### src/rtl/imm_pkg.sv
// Shared types for the pipelined immediate generator: format encoding,
// RV base opcodes and default widths.
package imm_pkg;

    typedef enum logic [2:0] {
        FMT_NONE  = 3'd0,
        FMT_I     = 3'd1,
        FMT_SHAMT = 3'd2,
        FMT_S     = 3'd3,
        FMT_B     = 3'd4,
        FMT_U     = 3'd5,
        FMT_J     = 3'd6,
        FMT_ZIMM  = 3'd7
    } fmt_e;

    localparam logic [6:0] OPC_LOAD      = 7'b0000011;
    localparam logic [6:0] OPC_OP_IMM    = 7'b0010011;
    localparam logic [6:0] OPC_AUIPC     = 7'b0010111;
    localparam logic [6:0] OPC_OP_IMM_32 = 7'b0011011;
    localparam logic [6:0] OPC_STORE     = 7'b0100011;
    localparam logic [6:0] OPC_LUI       = 7'b0110111;
    localparam logic [6:0] OPC_BRANCH    = 7'b1100011;
    localparam logic [6:0] OPC_JALR      = 7'b1100111;
    localparam logic [6:0] OPC_JAL       = 7'b1101111;
    localparam logic [6:0] OPC_SYSTEM    = 7'b1110011;

    localparam int DEF_XLEN  = 32;
    localparam int DEF_TAG_W = 5;

endpackage

### src/rtl/imm_gen_pipe_if.sv
// Input/output handshake bundle of imm_gen_pipe; master drives instructions
// and output backpressure, slave is the generator itself.
interface imm_gen_pipe_if #(
    parameter int XLEN  = 32,
    parameter int TAG_W = 5
);
    import imm_pkg::*;

    logic             in_valid_i;
    logic             in_ready_o;
    logic [31:0]      inst_code_i;
    logic [TAG_W-1:0] in_tag_i;
    logic             out_valid_o;
    logic             out_ready_i;
    logic [XLEN-1:0]  imm_o;
    fmt_e             fmt_o;
    logic             illegal_o;
    logic [TAG_W-1:0] out_tag_o;

    modport master (
        output in_valid_i, inst_code_i, in_tag_i, out_ready_i,
        input  in_ready_o, out_valid_o, imm_o, fmt_o, illegal_o, out_tag_o
    );

    modport slave (
        input  in_valid_i, inst_code_i, in_tag_i, out_ready_i,
        output in_ready_o, out_valid_o, imm_o, fmt_o, illegal_o, out_tag_o
    );

endinterface

### src/rtl/imm_decode.sv
// Combinational RV32/RV64 immediate extraction and format classification.
module imm_decode #(
    parameter int XLEN       = 32,
    parameter bit EN_ILLEGAL = 1'b1
) (
    input  logic [31:0]      inst_code,
    output logic [XLEN-1:0]  imm,
    output imm_pkg::fmt_e    fmt,
    output logic             illegal
);
    import imm_pkg::*;

    localparam int SHW = $clog2(XLEN);

    logic [6:0] opcode;
    logic [2:0] f3;
    logic       is_shift;

    assign opcode   = inst_code[6:0];
    assign f3       = inst_code[14:12];
    assign is_shift = (f3 == 3'b001) || (f3 == 3'b101);

    always_comb begin
        imm     = '0;
        fmt     = FMT_NONE;
        illegal = 1'b0;
        case (opcode)
            OPC_LOAD, OPC_JALR: begin
                imm = XLEN'($signed(inst_code[31:20]));
                fmt = FMT_I;
            end
            OPC_OP_IMM: begin
                // funct7 bits above the shamt are dropped, not sign-extended
                if (is_shift) begin
                    imm = XLEN'(inst_code[SHW+19:20]);
                    fmt = FMT_SHAMT;
                end else begin
                    imm = XLEN'($signed(inst_code[31:20]));
                    fmt = FMT_I;
                end
            end
            OPC_OP_IMM_32: begin
                if (XLEN == 64) begin
                    if (is_shift) begin
                        imm = XLEN'(inst_code[24:20]);
                        fmt = FMT_SHAMT;
                    end else begin
                        imm = XLEN'($signed(inst_code[31:20]));
                        fmt = FMT_I;
                    end
                end else begin
                    illegal = EN_ILLEGAL;
                end
            end
            OPC_STORE: begin
                imm = XLEN'($signed({inst_code[31:25], inst_code[11:7]}));
                fmt = FMT_S;
            end
            OPC_BRANCH: begin
                imm = XLEN'($signed({inst_code[31], inst_code[7], inst_code[30:25],
                                     inst_code[11:8], 1'b0}));
                fmt = FMT_B;
            end
            OPC_JAL: begin
                imm = XLEN'($signed({inst_code[31], inst_code[19:12], inst_code[20],
                                     inst_code[30:21], 1'b0}));
                fmt = FMT_J;
            end
            OPC_LUI, OPC_AUIPC: begin
                imm = XLEN'($signed({inst_code[31:12], 12'b0}));
                fmt = FMT_U;
            end
            OPC_SYSTEM: begin
                // CSR immediate forms carry zimm in rs1; others expose the CSR address unsigned
                if (f3[2]) begin
                    imm = XLEN'(inst_code[19:15]);
                    fmt = FMT_ZIMM;
                end else begin
                    imm = XLEN'(inst_code[31:20]);
                    fmt = FMT_I;
                end
            end
            default: begin
                illegal = EN_ILLEGAL;
            end
        endcase
    end

endmodule

### src/rtl/imm_gen_pipe.sv
// Registered immediate generator with a main output register and one skid
// entry so the consumer can stall without losing instructions.
module imm_gen_pipe #(
    parameter int XLEN       = 32,
    parameter int TAG_W      = 5,
    parameter bit EN_ILLEGAL = 1'b1
) (
    input  logic           clk_i,
    input  logic           rst_ni,
    imm_gen_pipe_if.slave  bus
);
    import imm_pkg::*;

    if ((XLEN != 32) && (XLEN != 64)) begin : g_bad_xlen
        $error("imm_gen_pipe: XLEN must be 32 or 64");
    end

    typedef struct packed {
        logic [XLEN-1:0]  imm;
        fmt_e             fmt;
        logic             illegal;
        logic [TAG_W-1:0] tag;
    } beat_t;

    logic [XLEN-1:0] dec_imm;
    fmt_e            dec_fmt;
    logic            dec_illegal;
    beat_t           in_beat;

    beat_t main_reg, main_next, skid_reg, skid_next;
    logic  main_valid_reg, main_valid_next;
    logic  skid_valid_reg, skid_valid_next;
    logic  push, pop;

    imm_decode #(
        .XLEN       (XLEN),
        .EN_ILLEGAL (EN_ILLEGAL)
    ) u_decode (
        .inst_code (bus.inst_code_i),
        .imm       (dec_imm),
        .fmt       (dec_fmt),
        .illegal   (dec_illegal)
    );

    assign in_beat = '{imm: dec_imm, fmt: dec_fmt, illegal: dec_illegal, tag: bus.in_tag_i};
    assign push    = bus.in_valid_i && !skid_valid_reg;
    assign pop     = main_valid_reg && bus.out_ready_i;

    always_comb begin
        main_next       = main_reg;
        main_valid_next = main_valid_reg;
        skid_next       = skid_reg;
        skid_valid_next = skid_valid_reg;
        if (skid_valid_reg) begin
            // input is blocked while skid is occupied; only a pop can make progress
            if (pop) begin
                main_next       = skid_reg;
                skid_valid_next = 1'b0;
            end
        end else if (push) begin
            if (!main_valid_reg || pop) begin
                main_next       = in_beat;
                main_valid_next = 1'b1;
            end else begin
                skid_next       = in_beat;
                skid_valid_next = 1'b1;
            end
        end else if (pop) begin
            main_valid_next = 1'b0;
        end
    end

    always_ff @(posedge clk_i or negedge rst_ni) begin
        if (!rst_ni) begin
            main_reg       <= '0;
            skid_reg       <= '0;
            main_valid_reg <= 1'b0;
            skid_valid_reg <= 1'b0;
        end else begin
            main_reg       <= main_next;
            skid_reg       <= skid_next;
            main_valid_reg <= main_valid_next;
            skid_valid_reg <= skid_valid_next;
        end
    end

    assign bus.in_ready_o  = !skid_valid_reg;
    assign bus.out_valid_o = main_valid_reg;
    assign bus.imm_o       = main_reg.imm;
    assign bus.fmt_o       = main_reg.fmt;
    assign bus.illegal_o   = main_reg.illegal;
    assign bus.out_tag_o   = main_reg.tag;

endmodule

### src/flat_wrapper.sv
// flat-port wrapper written by rule: the top's interface ports become plain ports
module imm_gen_pipe_flat import imm_pkg::*;
#(
    parameter int XLEN       = 32,
    parameter int TAG_W      = 5,
    parameter bit EN_ILLEGAL = 1'b1
)
  (clk_i, rst_ni, bus_in_valid_i, bus_inst_code_i, bus_in_tag_i, bus_out_ready_i, bus_in_ready_o, bus_out_valid_o, bus_imm_o, bus_fmt_o, bus_illegal_o, bus_out_tag_o);
  imm_gen_pipe_if #(.XLEN(XLEN), .TAG_W(TAG_W)) bus_i ();
  input  logic clk_i;
  input  logic rst_ni;
  input wire logic [$bits(bus_i.in_valid_i)-1:0] bus_in_valid_i;
  input wire logic [$bits(bus_i.inst_code_i)-1:0] bus_inst_code_i;
  input wire logic [$bits(bus_i.in_tag_i)-1:0] bus_in_tag_i;
  input wire logic [$bits(bus_i.out_ready_i)-1:0] bus_out_ready_i;
  output wire logic [$bits(bus_i.in_ready_o)-1:0] bus_in_ready_o;
  output wire logic [$bits(bus_i.out_valid_o)-1:0] bus_out_valid_o;
  output wire logic [$bits(bus_i.imm_o)-1:0] bus_imm_o;
  output wire logic [$bits(bus_i.fmt_o)-1:0] bus_fmt_o;
  output wire logic [$bits(bus_i.illegal_o)-1:0] bus_illegal_o;
  output wire logic [$bits(bus_i.out_tag_o)-1:0] bus_out_tag_o;
  assign bus_i.in_valid_i = bus_in_valid_i;
  assign bus_i.inst_code_i = bus_inst_code_i;
  assign bus_i.in_tag_i = bus_in_tag_i;
  assign bus_i.out_ready_i = bus_out_ready_i;
  assign bus_in_ready_o = bus_i.in_ready_o;
  assign bus_out_valid_o = bus_i.out_valid_o;
  assign bus_imm_o = bus_i.imm_o;
  assign bus_fmt_o = bus_i.fmt_o;
  assign bus_illegal_o = bus_i.illegal_o;
  assign bus_out_tag_o = bus_i.out_tag_o;
  imm_gen_pipe #(.XLEN(XLEN), .TAG_W(TAG_W), .EN_ILLEGAL(EN_ILLEGAL)) u_core (.clk_i(clk_i), .rst_ni(rst_ni), .bus(bus_i));
endmodule
### config.mk
export PLATFORM = sky130hd
export DESIGN_NAME = imm_gen_pipe_flat
export DESIGN_NICKNAME = d
export VERILOG_FILES = /design/src/rtl/imm_pkg.sv /design/src/rtl/imm_gen_pipe_if.sv /design/src/rtl/imm_decode.sv /design/src/rtl/imm_gen_pipe.sv /design/src/flat_wrapper.sv
export SDC_FILE = /design/constraint.sdc
export NUM_CORES = 1
export LEC_CHECK = 0
export CAP_MARGIN = 20
export CORE_MARGIN = 5
export CORE_UTILIZATION = 51
export DETAILED_ROUTE_END_ITERATION = 8
export PLACE_DENSITY = 0.79
export SETUP_SLACK_MARGIN = 0.1
export SLEW_MARGIN = 15
export SYNTH_ARGS = -nofsm -noshare
export SYNTH_HDL_FRONTEND = slang
export SYNTH_SLANG_ARGS = --single-unit
export TNS_END_PERCENT = 50
### constraint.sdc
create_clock -name clk_i -period 2.8 [get_ports clk_i]
set_clock_uncertainty 0.1 [all_clocks]
set_input_delay 0.56 -clock clk_i [delete_from_list [all_inputs] [get_ports clk_i]]
set_output_delay 0.56 -clock clk_i [all_outputs]
set_load 0.005 [all_outputs]
======== Word-level counts from Yosys, hierarchy flattened ========
Index checks and enable logic that the tools add are counted.
cells by class
  equal/unequal tests ..................... 13
  multiplexer cells ....................... 18
  bitwise logic cells ..................... 2
  reduce and logical (&&, ||, !) cells .... 15
operators by type and width
  operator                                              count
  case mux 32 bit (7 select lines)                      1
  2-to-1 mux 41 bit                                     4
  2-to-1 mux 32 bit                                     1
  equality test 7 bit (second input constant)           4
  case mux 3 bit (7 select lines)                       1
  equality test 7 x 5 -> 1 bit (second input constant)  2
  equality test 7 x 6 -> 1 bit (second input constant)  2
  2-to-1 mux 12 bit                                     1
  AND reduction 3 bit                                   3
  OR reduction 9 bit                                    1
  2-to-1 mux 1 bit                                      8
  equality test 7 x 2 -> 1 bit (second input constant)  1
  nonzero test 2 bit                                    3
  != test 2 bit (second input constant)                 2
  OR reduction 2 bit                                    2
  equality test 3 x 1 -> 1 bit (second input constant)  1
  equality test 3 bit (second input constant)           1
  2-to-1 mux 3 bit                                      1
  logical AND 1 bit                                     2
  zero test 1 bit                                       2
  logical OR 1 bit                                      2
  2-to-1 mux 2 bit                                      1
  inverter 1 bit                                        2
storage, ports and cells
  register bits after elaboration ......... 84
  bits of input ports ..................... 41
  output and inout port bits .............. 43
  logic and storage cells ................. 58

======== Depth between registers and ports, before layout ========
Gate-level depths: netlist (run 1).
  word-level depth ........................ 7
  depth in mapped cells ................... 8
  gate-level depth less buffers ........... 6

======== Hierarchy ========
Synthesis (run 1) repeated with hierarchy kept, for this count alone.
second synthesis, totals
  cells, all modules ...................... 344
  area, all modules ....................... 4,445.5 um^2
modules (own cells, without submodules)
  module        instances  cells an instance  area an instance (um^2)  sequential area each (um^2)
  imm_gen_pipe  1          230                3,683.5                  2,102.0
  imm_decode    1          114                762.0                    0.0

======== Worst setup path before layout (run 1) ========
No wires, ideal clock.
  path kind ............................... input -> register
  start ................................... input port bus_inst_code_i[6]
  end ..................................... register u_core.main_reg, in the netlist u_core.bus.imm_o[5]
  library setup time ...................... 66 ps
  data arrival time ....................... 2,197 ps
  required time ........................... 2,634 ps
  slack ................................... 437 ps
  cell stages on the path ................. 7
  path buffers ............................ 1
  path through ............................ or4b_1 a311oi_2 nor4_1 or3_1 buf_6 nor2_8 a221o_1
between the ends
  cells in the longest elaborated chain, start to end .. 6
  elaborated cells between the ends (all ways) .. 15
  classes of those cells .................. eq/ne: 9; mux: 4; reduce/logical: 2
RTL lines
  what                                                  RTL line            text
  start, declared                                       flat_wrapper.sv:13  input wire logic [$bits(bus_i.inst_code_i)-1:0] bus_inst_code_i;
  equality test 7 x 6 -> 1 bit (tied with other cells)  imm_decode.sv:27    case (opcode)
  OR reduction 2 bit                                    imm_decode.sv:27
  case mux 32 bit (7 select lines) *                    imm_decode.sv:27
  2-to-1 mux 41 bit *                                   imm_gen_pipe.sv:61  if (!main_valid_reg || pop) begin
  2-to-1 mux 41 bit *                                   imm_gen_pipe.sv:60  end else if (push) begin
  2-to-1 mux 41 bit *                                   imm_gen_pipe.sv:54  if (skid_valid_reg) begin
  end signal, assigned                                  imm_gen_pipe.sv:80  main_reg <= main_next;
  end, declared                                         imm_gen_pipe.sv:30  beat_t main_reg, main_next, skid_reg, skid_next;
Mark *: on every way between the ends. The rest lies on a longest branch, timed or not. The select of a mux whose other input is x is not followed.
A chain may end at the register's enable or synchronous reset.

======== Worst setup path after layout (run 1) ========
  start ................................... input port bus_inst_code_i[6]
  end ..................................... register u_core.main_reg, in the netlist u_core.bus.imm_o[6]
The elaborated chain is that of the path after synthesis.

==> results.sh, run 1 <==
export IMPL_drive_gt1_share_pct=12.8
export IMPL_cp_end_kind="flop"
export IMPL_synthAdderAreaFrac_pct=0
export IMPL_drt_initial_drc_count=282
export IMPL_pwr_share_seq_pct=40.3
export IMPL_area_growth_pct=32.3
export IMPL_grt_pass1_wl_um=18000
export IMPL_fin_ws_ns=0.213
export IMPL_switching_share_pct=35.7
export IMPL_max_clock_freq_ghz=0.387
export IMPL_dieArea_um2=9740
export IMPL_dp_cells=620
export IMPL_yosysTopAreaCellShare_pct=52.4
export IMPL_fp_dieW_um=98.7
export IMPL_dpl_worst_slack_ns=-0.145
export IMPL_ant_nets=0
export IMPL_crit_type="input pin to flop"
export IMPL_crit_path_max_fanout=6
export IMPL_drt_wl_total_um=10900
export IMPL_place_hpwl_um=7980
export IMPL_critPathArrivalTime_ns=2.77
export IMPL_rows=32
export IMPL_route_met2_wl_um=5190
export IMPL_synth_compound_area_share_pct=22.5
export IMPL_topRoutingLayerUsed="met4"
export IMPL_core_um2=7690
export IMPL_synth_edf_count=0
export IMPL_setup_viol=0
export IMPL_antenna_found_initial=0
export IMPL_layout_cells_non_filler=635
export IMPL_synth_yosys_seq_area_share_pct=52.4
export IMPL_grt_pass1_vias=3669
export IMPL_start_util_pct=52.2
export IMPL_ios=84
export IMPL_antenna_cells=0
export IMPL_synthTopCellsByCount="nand2_1, dfrtp_1, o21ai_0, clkbuf_1, nor2_1"
export IMPL_overflow=0
export IMPL_yosys_warnings=0
export IMPL_slew_viol_final=0
export IMPL_clockRootBuffer="clkbuf_8"
export IMPL_drc=0
export IMPL_syn_inst=429
export IMPL_ys_flop_type="dfrtp_1"
export IMPL_cts_buffers=9
export IMPL_ys_async_sr_fraction_pct=100
export IMPL_clkLatencyLatePin_ns=0.35
export IMPL_synth_simple_area_share_pct=20.1
export IMPL_firstDrtPassIters=6
export IMPL_cp_data_required_time_ns=2.99
export IMPL_vias=3663
export IMPL_p_sw_mw=1.55
export IMPL_combinationalPowerShare_pct=42.5
export IMPL_synth_top_family_by_area="compound AO/OA/AOI/OAI gates"
export IMPL_yosysMostFrequentCell="nand2_1"
export IMPL_synthTopCellsByArea="dfrtp_1, nand2_1, o21ai_0"
export IMPL_finalCritPeriodShare_pct=92.4
export IMPL_ys_types=43
export IMPL_final_area_um2=5310
export IMPL_synth_area_per_cell_um2=9.35
export IMPL_synth_top_cell_by_area="dfrtp_1"
export IMPL_final_hold_viol_count=0
export IMPL_outcome="finished clean"
export IMPL_ys_seq_elements=84
export IMPL_grt_use_total_pct=23.1
export IMPL_muxShareOfSynthArea_pct=1.25
export IMPL_die_y_um=98.7
export IMPL_rsz0062_at_grt="false"
export IMPL_clkPwrFrac_pct=17.2
export IMPL_worst_ir_drop_vdd_uv=518
export IMPL_place_area_um2=5150
export IMPL_cts_tree="built"
export IMPL_critPathLaunchType="input pin"
export IMPL_routed_via_density=5.77
export IMPL_worstHoldPathType="input pin to asynchronous set/reset pin"
export IMPL_power_density_nw_per_um2=816
export IMPL_slew_headroom_pct=60.9
export IMPL_nNetsFinal=570
export IMPL_gp_congestion=0.913
export IMPL_met3_length_um=696
export IMPL_p_int_mw=2.79
export IMPL_worst_pin_slew_ns=0.581
export IMPL_synth_xor_area_share_pct=0
export IMPL_clkSlewWorstSetupHoldPaths_ns=0.08
export IMPL_cts_setup_buffers=0
export IMPL_power_leakage_nw=2.43
export IMPL_grt_max_degree=55
export IMPL_cap_violations=0
export IMPL_largest_reg_flops=41
export IMPL_syn_num_nets=470
export IMPL_h_tree_depth=3
export IMPL_clk_path_buf_depth=2
export IMPL_synth_area_um2=4010
export IMPL_cts_sinks=84
export IMPL_io_buffers=83
export IMPL_avgRoutedWirePerCell_um=17.1
export IMPL_fin_crit_ns=2.59
export IMPL_tns_ns=0
export IMPL_met1Wirelength_um=4700
export IMPL_hold_ws_ns=0.0334
==> final cells by class <==
type                    count  area [um^2]
clock inverters             5         30.0
clock buffers              10          128
multi-input cells         307         1770
flip-flops and latches     84         2100
inverters                   5         18.8
fillers                   637         2380
repair buffers            122         1130
well taps                 102          128
==> cell families (layout without fill, tap and decap cells) <==
kind of cell | count (synthesis) | in the layout
simple gates | 170 | 170
buf+inv | 38 | 142
flops | 84 | 84
mux | 5 | 5
compound gates | 132 | 132
==> through the flow <==
| stage | total power, mW | utilization [%] |
|---|---|---|
| global placement | 3.54 | 66.9 |
| floorplan | 2.70 | - |
| finish | 4.33 | 69.1 |
| CTS | 4.35 | 69.0 |
| global route | 4.64 | 69.1 |
| detailed placement | 3.61 | 66.9 |
==> layer usage <==
layer / track usage [%] / vias to the layer above
li1: - / 1750
met1: 31.5 / 1739
met2: 36.9 / 151
met3: 4.46 / 23
met4: 8.72 / 0
met5: 0 / -
==> power by group through the flow <==
stage / clock network (mW) / registers (mW) / logic, mW
final: 0.744 / 1.75 / 1.84
after global routing: 0.812 / 1.79 / 2.04
after CTS: 0.755 / 1.75 / 1.85
after detailed placement: 0 / 1.77 / 1.84
after global placement: 0 / 1.76 / 1.78
after floorplan: 0 / 1.75 / 0.952
==> layout by cell type, fill, tap and decap left out, types with 4 or more instances in the layout <==
cell type / count
inv_1: 5
o221a_2: 7
dfrtp_1: 84
nor2b_1: 6
and3_1: 9
mux2i_1: 5
o22ai_1: 8
a22o_1: 17
clkdlybuf4s50_1: 82
o211ai_1: 4
or3_1: 11
nor2_1: 24
a221o_1: 8
a222oi_1: 5
o21ai_0: 40
buf_4: 39
nand3_1: 4
o21ai_1: 4
a21oi_1: 20
a31oi_1: 9
nand2_1: 86
clkbuf_8: 9
nor3_1: 11
==> final timing paths <==
kind	from	endpoint	slack, ns	cells past startpoint
setup / recovery	bus_inst_code_i[6]	u_core.bus.imm_o[6]$_DFFE_PN0P_	0.21	8
hold reg to reg	u_core.skid_reg[8]$_DFFE_PN0P_	u_core.skid_reg[8]$_DFFE_PN0P_	0.38	2
min in group clk_i	u_core.skid_reg[8]$_DFFE_PN0P_	u_core.skid_reg[8]$_DFFE_PN0P_	0.38	2
setup reg to reg	u_core.skid_valid_reg$_DFF_PN0_	u_core.bus.imm_o[6]$_DFFE_PN0P_	0.64	6
hold / removal	rst_ni	u_core.bus.imm_o[0]$_DFFE_PN0P_	0.03	1
max in group asynchronous	rst_ni	u_core.bus.imm_o[24]$_DFFE_PN0P_	1.93	2
==> worst max-delay path: stages <==
cell	delay, ns
clkdlybuf4s50_1	0.42
or4b_1	0.55
a311oi_2	0.31
nor4_1	0.13
or3_1	0.35
buf_4	0.16
nor2_8	0.13
a221o_1	0.17
==> what timing repair did <==
action / CTS / global route
setup endpoints to repair: 0 / 2
hold buffers: 0 / 0
resized for setup: 0 / 1
No activity file was read; power rests on OpenSTA's default activity.
==> inputs of run 2 (changes only) <==
Clock period 2.8 ns to 2.4 ns, I/O delays scaled along.
==> results.sh, run 2 (synthesis results as in run 1) <==
export IMPL_core_um2=7690
export IMPL_antenna_found_initial=0
export IMPL_cp_common_cell="buf_4"
export IMPL_r2r_setup_slack_ns=0.33
export IMPL_cts_sinks=84
export IMPL_min_from="u_core.skid_reg[1]$_DFFE_PN0P_"
export IMPL_clk_path_buf_depth=2
export IMPL_vias=3770
export IMPL_rows=32
export IMPL_fin_util_pct=72.4
export IMPL_clkLatencyLatePin_ns=0.36
export IMPL_h_tree_depth=3
export IMPL_ant_nets=0
export IMPL_gp_congestion=0.885
export IMPL_fillers=594
export IMPL_dieArea_um2=9740
export IMPL_critPathLaunchType="input pin"
export IMPL_cts_buffers=9
export IMPL_tns_ns=0
export IMPL_drive_gt1_share_pct=17.2
export IMPL_layout_cells_non_filler=655
export IMPL_power_leakage_nw=2.58
export IMPL_grt_max_degree=54
export IMPL_slew_headroom_pct=65.0
export IMPL_cap_violations=0
export IMPL_hold_path_endpoint="u_core.skid_reg[1]$_DFFE_PN0P_"
export IMPL_ios=84
export IMPL_worst_pin_slew_ns=0.512
export IMPL_worstHoldPathType="flop to flop"
export IMPL_combinationalPowerShare_pct=43.1
export IMPL_p_int_mw=3.35
export IMPL_outcome="finished clean"
export IMPL_overflow=0
export IMPL_final_area_um2=5560
export IMPL_grt_pass1_wl_um=18800
export IMPL_clkPwrFrac_pct=17.8
export IMPL_cp_data_required_time_ns=2.58
export IMPL_clockRootBuffer="clkbuf_8"
export IMPL_place_area_um2=5250
export IMPL_reg2regPathDepth=6
export IMPL_pwr_share_seq_pct=39.2
export IMPL_largest_reg_flops=41
export IMPL_fp_dieW_um=98.7
export IMPL_drt_wl_total_um=11300
export IMPL_area_growth_pct=38.7
export IMPL_grt_use_total_pct=24.1
export IMPL_switching_share_pct=36.0
export IMPL_slew_viol_final=0
export IMPL_routed_via_density=5.76
export IMPL_start_util_pct=52.2
export IMPL_clkSlewWorstSetupHoldPaths_ns=0.08
export IMPL_cts_tree="built"
export IMPL_p_sw_mw=1.88
export IMPL_cp_end_kind="flop"
export IMPL_crit_path_max_incr_delay_ns=0.49
export IMPL_max_clock_freq_ghz=0.438
export IMPL_drt_initial_drc_count=290
export IMPL_cpMaxStageDelayCell="or4b_4"
export IMPL_r2r_end="u_core.bus.imm_o[24]$_DFFE_PN0P_"
export IMPL_crit_path_max_fanout=2
export IMPL_io_buffers=83
export IMPL_dp_cells=631
export IMPL_crit_chain="dlygate4sd2_1, or4b_4, a311oi_4, buf_4, buf_4, buf_4, buf_4, buf_4, buf_4, buf_4, nor3_1, o21ai_0"
export IMPL_power_density_nw_per_um2=939
export IMPL_drc=0
export IMPL_firstDrtPassIters=5
export IMPL_place_hpwl_um=8160
export IMPL_rsz0062_at_grt="true"
export IMPL_avgRoutedWirePerCell_um=17.2
export IMPL_hold_ws_ns=0.382
export IMPL_grt_pass1_vias=3776
export IMPL_critPathArrivalTime_ns=2.46
export IMPL_timing_rr_start="u_core.skid_valid_reg$_DFF_PN0_"
export IMPL_dpl_worst_slack_ns=-0.442
export IMPL_p_total_mw=5.22
export IMPL_nNetsFinal=589
export IMPL_antenna_cells=0
export IMPL_die_y_um=98.7
export IMPL_mostFrequentLayoutCell="nand2_1"
export IMPL_finalCritPeriodShare_pct=95.2
export IMPL_fin_ws_ns=0.116
export IMPL_final_hold_viol_count=0
export IMPL_worst_ir_drop_vdd_uv=614
export IMPL_crit_type="input pin to flop"
export IMPL_final_cell_mix="nand2_1, dfrtp_1, clkdlybuf4s50_1"
export IMPL_whs_path_depth=2
export IMPL_setup_viol=0
export IMPL_fin_crit_ns=2.28
run 2: changes by cell type in the layout (fill, tap and decap cells not counted), sizes merged, moves of 2 or more:
cell           change
buf               +18
clkdlybuf4s50      -6
clkdlybuf4s15      +2
dlygate4sd2        +2
dlymetal6s2s       +2
inv                +2
run 2: repair_timing:
item,CTS,global route
endpoints found under the hold margin,31,0
resized for setup,9,13
pin swaps,6,9
hold buffers,1,0
buffers inserted,6,1
setup endpoints to repair,31,48
run 2: metal layers:
metal | wire, um | GRT usage (%) | vias up
li1 | - | - | 1790
met1 | 4900 | 33.3 | 1837
met2 | 5570 | 38.8 | 121
met3 | 527 | 2.41 | 22
met4 | 284 | 10.7 | 0
met5 | 0 | 0 | -
run 2: area by class of cell:
cell class / count / area, um^2 / share of cell area [%]
sequential: 84 / 2100 / 37.8
clock buffer: 9 / 124 / 2.23
multi-input combinational: 307 / 1830 / 32.9
clock inverter: 7 / 50.0 / 0.899
tap: 102 / 128 / 2.29
inverter: 5 / 18.8 / 0.337
timing repair buffer: 141 / 1310 / 23.5
run 2: worst max-delay path by stage:
stage | startpoint | endpoint | depth (start not counted)
final | bus_inst_code_i[2] | u_core.bus.fmt_o[0]$_DFFE_PN0P_ | 12
after global routing | bus_inst_code_i[2] | u_core.bus.imm_o[24]$_DFFE_PN0P_ | 7
after CTS | bus_inst_code_i[3] | u_core.bus.imm_o[9]$_DFFE_PN0P_ | 8
after detailed placement | bus_inst_code_i[6] | u_core.bus.imm_o[9]$_DFFE_PN0P_ | 8
after global placement | bus_inst_code_i[6] | u_core.bus.imm_o[5]$_DFFE_PN0P_ | 8
after floorplan | bus_inst_code_i[6] | u_core.bus.imm_o[5]$_DFFE_PN0P_ | 7
run 2: power groups by stage:
stage	Combinational [mW]	Clock, mW	Sequential [mW]
floorplan	1.11	0	2.04
global placement	2.16	0	2.06
detailed placement	2.21	0	2.08
CTS	2.23	0.941	2.05
global route	2.46	1.00	2.10
finish	2.25	0.928	2.05
run 2: critical path, delay by kind of cell:
family | cells | cell delay, ns
buf+inv | 8 | 0.94
compound gates | 2 | 0.50
simple gates | 2 | 0.52
==> RTL edit, RTL diff (config.mk and constraints of run 1) <==
`EN_ILLEGAL` is set to 1'b1 in 3 places; all go to 1'b0.
--- a/src/rtl/imm_decode.sv
+++ b/src/rtl/imm_decode.sv
@@ -3,3 +3,3 @@
     parameter int XLEN       = 32,
-    parameter bit EN_ILLEGAL = 1'b1
+    parameter bit EN_ILLEGAL = 1'b0
 ) (
--- a/src/rtl/imm_gen_pipe.sv
+++ b/src/rtl/imm_gen_pipe.sv
@@ -5,3 +5,3 @@
     parameter int TAG_W      = 5,
-    parameter bit EN_ILLEGAL = 1'b1
+    parameter bit EN_ILLEGAL = 1'b0
 ) (
--- a/src/flat_wrapper.sv
+++ b/src/flat_wrapper.sv
@@ -5,3 +5,3 @@
     parameter int TAG_W      = 5,
-    parameter bit EN_ILLEGAL = 1'b1
+    parameter bit EN_ILLEGAL = 1'b0
 )
Function: changed (Yosys sat finds a counterexample within 4 cycles, from zero or initial values and one cycle with rst_ni low).
==> RTL edit against run 1 <==
Sequential share of layout area shrank 0.27 points. Core utilization shrank 0.83 points. Final cell count shrank 0.31%. Wire length grew 0.72%. Largest power group unchanged. Largest cell class unchanged. Setup slack gained 0.17 ns. Synthesized cell count grew 1.9%. Non-clock buffer count shrank 11. Critical path type is now flip-flop to output port. Count of clock-buffer cells in the layout is the same. Via count grew 1.5%. Sequential cell count shrank 2. Synthesized area shrank 1.3%. Total power grew 10%. Final area shrank 1.7%.
==> RTL edit: results (changes against run 1) <==
| Metric | Value |
|---|---|
| Vias in the first global route | 3639 (was 3669) |
| Sequential area share after synthesis | 51.8% (was 52.4%) |
| Hold WS | 0.138 ns (was 0.0334 ns) |
| Syn_area_per_cell | 9.06 um2 (was 9.35 um2) |
| Met3 GRT Util | 4.79% (was 4.46%) |
| Crit Reg-Reg Endpoint | u_core.skid_reg[28]$_DFFE_PN0P_ (was u_core.bus.imm_o[6]$_DFFE_PN0P_) |
| #MultiIn Comb | 318 (was 307) |
| Peak supply drop | 0.000418 V (was 0.000518 V) |
| Synth cell types | 44 (was 43) |
| Reg2Reg Setup Slack | 0.67 ns (was 0.64 ns) |
| Critical-path top delay cell | dfrtp_1 (was or4b_1) |
| FF+latch count, synth | 82 (was 84) |
| Layout Nets | 567 (was 570) |
| Area after DPL | 0.00501 mm2 (was 0.00515 mm2) |
| Syn_nets | 478 (was 470) |
| Count of non-CTS buffers in the layout | 111 (was 122) |
| Internal | 3.10 mW (was 2.79 mW) |
| Pwr per Cell Area | 916 mW/mm2 (was 816 mW/mm2) |
| Inverters | 4 (was 5) |
| Total track usage | 23.1% (about the same) |
| Critical Path Fanout Max | 18 (was 6) |
| Fillers | 627 (was 637) |
| GR Util met1 | 31.6% (was 31.5%) |
| Run status | finished, final reports clean (unchanged) |
| Gpl congestion | 0.919 (was 0.913) |
| CP endpoint | bus_in_ready_o (was u_core.bus.imm_o[6]$_DFFE_PN0P_) |
| Port buffer count | 82 (was 83) |
| Final HPWL DP | 7740 um (was 7980 um) |
| Fin worst setup slack | 0.384 ns (was 0.213 ns) |
| Seq area share | 39.3% (was 39.6%) |
## RTL edit: cell types whose count changed after synthesis, sizes merged, moves of 7 or more
cell,before,now
o221a,7,0
a22o,17,6
o22ai,8,0
a211o,0,8
a31oi,9,23
nor2,25,42
a21oi,20,46
nand2,86,61
nor3,14,6
## RTL edit: power by group through the flow
stage / clock network (mW) / logic, mW / registers, mW
finish: 0.902 / 1.96 / 1.92
global route: 0.956 / 2.17 / 1.97
CTS: 0.915 / 1.97 / 1.92
detailed placement: 0 / 1.96 / 1.94
global placement: 0 / 1.92 / 1.92
floorplan: 0 / 1.03 / 1.87
## RTL edit: cells by family after synthesis
family | share of synthesized area [%]
xor+xnor | 0.443
mux | 1.26
buf+inv | 4.05
flops | 51.8
simple gates | 20.7
other cells | 0.0947
compound gates | 21.6
## RTL edit: metal layers
| metal | wire length (um) | vias to the layer above |
|---|---|---|
| li1 | - | 1744 |
| met1 | 4940 | 1815 |
| met4 | 131 | 0 |
| met5 | 0 | - |
| met3 | 760 | 14 |
| met2 | 5120 | 145 |
